==> config.mk <==
export PLATFORM = sky130hd
export DESIGN_NAME = axi4_thread_tracker
export DESIGN_NICKNAME = d
export VERILOG_FILES = /design/src/rtl/axi4_thread_tracker.sv
export SDC_FILE = /design/constraint.sdc
export NUM_CORES = 1
export LEC_CHECK = 0
export CAP_MARGIN = 20
export CORE_UTILIZATION = 45
export CTS_CLUSTER_SIZE = 25
export DETAILED_ROUTE_END_ITERATION = 10
export PLACE_DENSITY = 0.7
export SYNTH_ARGS = -nofsm -noshare
export SYNTH_HDL_FRONTEND = slang
export SYNTH_SLANG_ARGS = --single-unit
==> constraint.sdc <==
create_clock -name sysClk -period 2.05 [get_ports sysClk]
set_input_delay 0.205 -clock sysClk [delete_from_list [all_inputs] [get_ports sysClk]]
set_output_delay 0.205 -clock sysClk [all_outputs]
set_load 0.1 [all_outputs]
==> src/rtl/axi4_thread_tracker.sv <==
// axi4_thread_tracker
// Per-master table of open AXI4 threads feeding the crossbar dependence
// checker. Each entry holds an ID, its target slave and an outstanding count.
// The lookup for the current request ID is combinational. Entries are
// allocated when an address is accepted and retired on final responses.
// Optional feature: define AXI4_THREAD_TRACKER_ERR_EN to build the sticky
// trackErr protocol-error flag. Without it, trackErr is tied low.

module axi4_thread_tracker #(
  parameter int NUM_SLAVES_WIDTH = 2,
  parameter int MASTERID_WIDTH   = 4,
  parameter int NUM_THREADS      = 2,
  parameter int OPEN_TRANS_MAX   = 3,
  parameter int OPEN_TRANS_WIDTH = 2
) (
  input  logic                        sysClk,
  input  logic                        sysReset,
  input  logic [MASTERID_WIDTH-1:0]   currTransID,
  input  logic [NUM_SLAVES_WIDTH-1:0] currTransSlaveID,
  input  logic                        openTransInc,
  input  logic                        openTransDec,
  input  logic [MASTERID_WIDTH-1:0]   decTransID,
  output logic                        threadAvail,
  output logic                        threadValid,
  output logic [OPEN_TRANS_WIDTH-1:0] threadCount,
  output logic [NUM_SLAVES_WIDTH-1:0] threadSlaveID,
  output logic                        allIdle,
  output logic                        trackErr
);

  localparam logic [OPEN_TRANS_WIDTH-1:0] CNT_MAX = OPEN_TRANS_WIDTH'(OPEN_TRANS_MAX);
  localparam logic [OPEN_TRANS_WIDTH-1:0] CNT_ONE = OPEN_TRANS_WIDTH'(1);

  typedef struct packed {
    logic                        valid;
    logic [MASTERID_WIDTH-1:0]   id;
    logic [NUM_SLAVES_WIDTH-1:0] slave;
    logic [OPEN_TRANS_WIDTH-1:0] cnt;
  } entryT;

  entryT entryQ [NUM_THREADS];
  entryT entryD [NUM_THREADS];

  logic [NUM_THREADS-1:0] curMatch;
  logic [NUM_THREADS-1:0] decMatch;
  logic [NUM_THREADS-1:0] incHitVec;
  logic [NUM_THREADS-1:0] decHitVec;
  logic [NUM_THREADS-1:0] allocSel;
  logic                   anyCurMatch;
  logic                   anyDecMatch;
  logic                   anyFree;
  logic                   allocInc;

  // Match both the request ID and the completing ID against valid entries.
  always_comb begin
    for (int i = 0; i < NUM_THREADS; i++) begin
      curMatch[i] = entryQ[i].valid && (entryQ[i].id == currTransID);
      decMatch[i] = entryQ[i].valid && (entryQ[i].id == decTransID);
    end
  end

  assign anyCurMatch = |curMatch;
  assign anyDecMatch = |decMatch;
  assign incHitVec   = openTransInc ? curMatch : '0;
  assign decHitVec   = openTransDec ? decMatch : '0;

  // Pick the lowest-index free entry, using free status before the edge so a
  // slot released by a same-cycle Dec is never handed to the Inc.
  always_comb begin
    // NOTE: every combinational output gets a default first so no path leaves it unassigned (no latch).
    allocSel = '0;
    anyFree  = 1'b0;
    for (int i = 0; i < NUM_THREADS; i++) begin
      if (!entryQ[i].valid && !anyFree) begin
        allocSel[i] = 1'b1;
        anyFree     = 1'b1;
      end
    end
  end

  assign allocInc = openTransInc && !anyCurMatch && anyFree;

  // Compute the next table state from Inc, Dec and allocation.
  always_comb begin
    entryD = entryQ;
    for (int i = 0; i < NUM_THREADS; i++) begin
      if (incHitVec[i] && decHitVec[i]) begin
        // Same entry gains and loses one: count and valid unchanged.
        entryD[i] = entryQ[i];
      end else if (incHitVec[i]) begin
        if (entryQ[i].cnt != CNT_MAX) begin
          entryD[i].cnt = entryQ[i].cnt + CNT_ONE;
        end
      end else if (decHitVec[i]) begin
        entryD[i].cnt = entryQ[i].cnt - CNT_ONE;
        if (entryQ[i].cnt == CNT_ONE) begin
          entryD[i].valid = 1'b0;
        end
      end else if (allocInc && allocSel[i]) begin
        entryD[i].valid = 1'b1;
        entryD[i].id    = currTransID;
        entryD[i].slave = currTransSlaveID;
        entryD[i].cnt   = CNT_ONE;
      end
    end
  end

  // Table register; reset clears the whole table asynchronously.
  always_ff @(posedge sysClk or negedge sysReset) begin
    if (!sysReset) begin
      // NOTE: the table is small and flop-based, so every field is reset; id/slave are reset only to keep outputs deterministic.
      for (int i = 0; i < NUM_THREADS; i++) begin
        entryQ[i] <= '0;
      end
    end else begin
      // NOTE: sequential state uses non-blocking assignments so all flops update together at the edge.
      for (int i = 0; i < NUM_THREADS; i++) begin
        entryQ[i] <= entryD[i];
      end
    end
  end

  // Combinational lookup results and occupancy flags.
  always_comb begin
    threadCount   = '0;
    threadSlaveID = '0;
    threadAvail   = 1'b0;
    allIdle       = 1'b1;
    for (int i = 0; i < NUM_THREADS; i++) begin
      if (curMatch[i]) begin
        threadCount   = threadCount | entryQ[i].cnt;
        threadSlaveID = threadSlaveID | entryQ[i].slave;
      end
      threadAvail = threadAvail | ~entryQ[i].valid;
      allIdle     = allIdle & ~entryQ[i].valid;
    end
  end

  assign threadValid = anyCurMatch;

`ifdef AXI4_THREAD_TRACKER_ERR_EN
  logic errEvent;
  logic trackErrQ;

  // Flag full-table allocation, increment past max, and unmatched decrement.
  always_comb begin
    errEvent = 1'b0;
    if (openTransInc && !anyCurMatch && !anyFree) begin
      errEvent = 1'b1;
    end
    if (openTransInc && anyCurMatch && (threadCount == CNT_MAX) &&
        !(|(incHitVec & decHitVec))) begin
      errEvent = 1'b1;
    end
    if (openTransDec && !anyDecMatch) begin
      errEvent = 1'b1;
    end
  end

  // Sticky error flag, cleared only by reset.
  always_ff @(posedge sysClk or negedge sysReset) begin
    if (!sysReset) begin
      trackErrQ <= 1'b0;
    end else begin
      trackErrQ <= trackErrQ | errEvent;
    end
  end

  assign trackErr = trackErrQ;
`else
  assign trackErr = 1'b0;
`endif

endmodule

Yosys cells after proc, flatten, opt, wreduce, memory -nomap -nowiden
Index checks and enable logic that the tools add are counted.

word-level totals
  word-level logic and storage cells = 81
  bits in registers = 18
  output and inout port bits = 8
  input port bits = 14

cells by class
  bitwise gates (word level) = 12
  equal/unequal tests = 12
  mux-type cells = 21
  reduce and logical (&&, ||, !) cells = 24
  $add $sub $neg = 4

operators with widths
  operator             number
  $mux 2               12
  $mux 9               2
  $eq 4x4->1           4
  $reduce_and 4->1     4
  $logic_and 1x1->1    11
  $ne 2x1->1 const B   4
  $not 1->1            8
  $mux 1               7
  $reduce_and 3->1     2
  $reduce_bool 3->1    2
  $add 2x1->2 const B  2
  $eq 2x1->1 const B   2
  $ne 2x2->1 const B   2
  $or 2x2->2           2
  $reduce_bool 2->1    2
  $sub 2x1->2 const B  2
  $logic_not 1->1      2
  $reduce_or 2->1      1
  $and 1x1->1          1
  $or 1x1->1           1

Longest topological paths before layout
  word-level depth = 10
  depth in mapped cells = 7
  depth with buffers taken out = 6

Worst setup path before layout
OpenSTA, ideal clock, no wires.

  path type = flip-flop to output port
  start = register entryQ[13] (netlist bit)
  end = output threadCount[0]
  data required time = 1.845 ns
  path buffers = 0
  path slack = -0.101 ns
  arrival time = 1.946 ns
  stages on the path, launching flop included = 5
  cell sequence = dfrtp_1 xor2_1 nor4_4 and2_1 a22o_1

on the way
  cells in the longest elaborated chain, start to end = 5

ends and longest elaborated chain
  what                               RTL line  RTL
  from (decl)                        41        entryT entryQ [NUM_THREADS];
  from (signal, indexed assignment)  118       entryQ[i] <= entryD[i];
  $eq 4x4->1 *                       57        curMatch[i] = entryQ[i].valid && (entryQ[i].id == currTransID);
  $logic_and 1x1->1 *                57
  $mux 2 *                           130       if (curMatch[i]) begin
  $or 2x2->2                         131       threadCount = threadCount | entryQ[i].cnt;
  $mux 2 *                           130
  to (decl)                          25        output logic [OPEN_TRANS_WIDTH-1:0] threadCount,

Mark *: on every way between the ends. The rest lies on a longest branch, timed or not.

Final worst setup path
  start = register entryQ[4] (netlist bit)
  end = output threadValid

on the way
  cells in the longest elaborated chain, start to end = 3

ends and longest elaborated chain
  what               RTL line  RTL
  $eq 4x4->1         57
  $logic_and 1x1->1  57
  $reduce_or 2->1    62        assign anyCurMatch = |curMatch;
  to (decl)          24        output logic threadValid,

No other way between the ends.

==> flow_summary.yaml <==
run_status:
  status: "finished, final reports clean"
route:
  drt_wl_total_um: 2730
  num_vias: 995
  wl_per_cell_um: 14.1
  viasPerCell: 5.13
  drc: 0
  ant_nets: 0
  first_iter_violations: 18
  drtPass1Iterations: 5
critical_path:
  r2r_cells: 6
  setup.worst_path.end_class: "output pin"
  cp_max_fo: 8
  crit_path_start_kind: "flip-flop"
  worstPathRequired_ns: 1.85
  path_class: "flip-flop to output pin"
  timing.rr.start: "entryQ[5]"
  rrSetupSlack_ns: 0.15
  startpoint: "entryQ[4]"
  arrival_ns: 1.80
clock_tree:
  clock-sinks: 18
  holdBufCountCts: 0
  clk_pin_slew_ns: 0.11
  cts_root_buf: "clkbuf_4"
  cts_buffers: 3
  clockBufferDepth: 2
  insertion_delay_ns: 0.29
  cts_tree: "built"
  htree_levels: 1
timing:
  maxSlewViolCount: 0
  clock_skew_ns: 0.00947
  finalHoldViolCount: 0
  finalWorstSetupSlack_ns: 0.0403
  setup_viol: 0
  max_freq_mhz: 498
  finalCritPeriodShare_pct: 98.0
  rsz0062_at_grt: "yes"
  fin_crit_ns: 2.01
logic_synthesis:
  ys_ff_latch: 18
  ys_async_sr_fraction_pct: 100
  synth_area_per_cell_um2: 9.91
  yosysSeqAreaShare_pct: 37.6
  synth_ff_type: "dfrtp_1"
  synth-edff-count: 0
  yosysWarnings: 0
  netlist_top_cells_count: "nand2_1, dfrtp_1, xor2_1"
  yosysTopAreaCellShare_pct: 37.6
  syn_area_um2: 1200
  synth.top_cells.by_area: "dfrtp_1, xor2_1, nand2_1"
  syn_nets: 139
  syn_inst: 121
  synth_cell_types: 39
  yosys.area.top_type: "dfrtp_1"
  synth_most_common_cell: "nand2_1"
grt:
  gr-usage-met1_pct: 27.0
  met2_usage_pct: 39.0
  track_usage_pct: 21.6
  met3_usage_pct: 3.67
  grt_pass1_wl_um: 4350
  antenna_found_initial: 0
  grt_overflow: 0
  first_global_vias: 963
  grt_max_degree: 19
  grt_busiest_layer: "met2"
placed_design:
  place_congestion: 0.762
  dp_slack_ns: -0.0756
  port_buffers: 20
  post-dp-hpwl_um: 2060
  placed_cell_area_um2: 1590
finish:
  fin_area_um2: 1670
  syn_to_final_growth_pct: 39.6
  drive_above_1_share_pct: 34.1
  antenna_cells: 0
  nets: 183
  largest_reg_flops: 18
  largestRegisters: "entryQ: 18 flops"
  regMostFlops: "entryQ"
run:
  maxCapViolations: 0
pwr:
  seqPwrFrac_pct: 29.6
  netSwitchingFraction_pct: 46.5
  powerDensity_nw_per_um2: 1410
  combPwrFrac_pct: 61.0
  p_int_mw: 1.26
  p_sw_mw: 1.09
  power.share.clock_pct: 9.4
  peakVddDrop_mv: 0.931
  power.leakage_nw: 0.797
die:
  core_um2: 2500
  num_rows: 18
  die_w_um: 53.6
  start_util_pct: 47.9
  io_pins: 22
  dieArea_um2: 2870
  die_h_um: 53.6
worst_hold_path:
  min_path_type: "input pin to async pin"
-- layout by cell type (no fill, tap or decap), drive strengths merged, types with 2 or more instances in the layout --
master          n
buf            30
nand2          24
dfrtp          18
xor2           11
clkdlybuf4s50   9
nor2            7
inv             6
mux2            5
a22o            4
a21o            4
ha              4
clkbuf          4
o21ai           4
nand3           3
a21oi           3
xnor2           2
or2             2
mux2i           2
dlygate4sd2     2
dlymetal6s2s    2
nor3            2
nor4            2
and2            2
-- area by class of cell --
class,instances,area (µm²)
flip-flops and latches,18,450
multi-input cells,93,702
repair buffers,43,424
clock buffers,4,36.3
inverters,6,22.5
well taps,30,37.5
fillers,200,827
-- final timing paths --
path	to
max	threadValid
min	entryQ[14]
max reg2reg	entryQ[8]
min reg2reg	entryQ[12]
max in group asynchronous	entryQ[10]
min in group sysClk	entryQ[16]
-- metal layers --
layer,part of all wire (%),wire [µm],up-vias
met1,49,1320,468
met3,3.2,86,2
li1,-,-,503
met5,0,0,-
met2,48,1300,22
met4,0.62,17,0
-- kinds of logic after synthesis --
family	Yosys count	share of synthesized area (%)
AOI/OAI and AO/OA	23	17.3
xor gates and xnor gates	13	9.50
adders and majority gates	4	4.18
buffers and inverters	10	4.49
DFF	18	37.6
muxes	7	6.37
other	1	0.313
and+or+nand+nor	45	20.3
-- per-stage QoR --
stage	setup TNS (ns)	hold slack, ns	utilization [%]	power, mW	instances
after floorplan	0	-0.0906	-	1.64	121
after global placement	-0.359	0.458	63.6	2.03	185
after detailed placement	-0.519	0.476	63.6	2.06	185
after CTS	0	0.231	65.1	2.30	189
after global routing	-0.170	0.247	66.9	2.50	194
final	0	0.223	66.9	2.35	194
-- worst max-delay path, cell delays in order (launching register included) --
cell	delay (ns)
dfrtp_1	0.44
xor2_1	0.19
nor3_2	0.07
and3_1	0.18
buf_6	0.14
or2_2	0.32
buf_12	0.17
-- power groups by stage --
stage	clock (mW)	sequential, mW	combinational, mW
2_1_floorplan	0	0.640	1.00
6_report	0.221	0.696	1.44
4_1_cts	0.234	0.697	1.37
5_1_grt	0.247	0.720	1.54
3_5_place_dp	0	0.705	1.36
3_3_place_gp	0	0.695	1.34
-- repair_timing --
item	in CTS	in global routing
resized for setup	4	3
buffers inserted	0	5
cloned	0	0
pin swaps	0	3
setup endpoints to repair	5	5
endpoints found under the hold margin	0	0
Note: power is estimated with default switching activity, not from simulation.
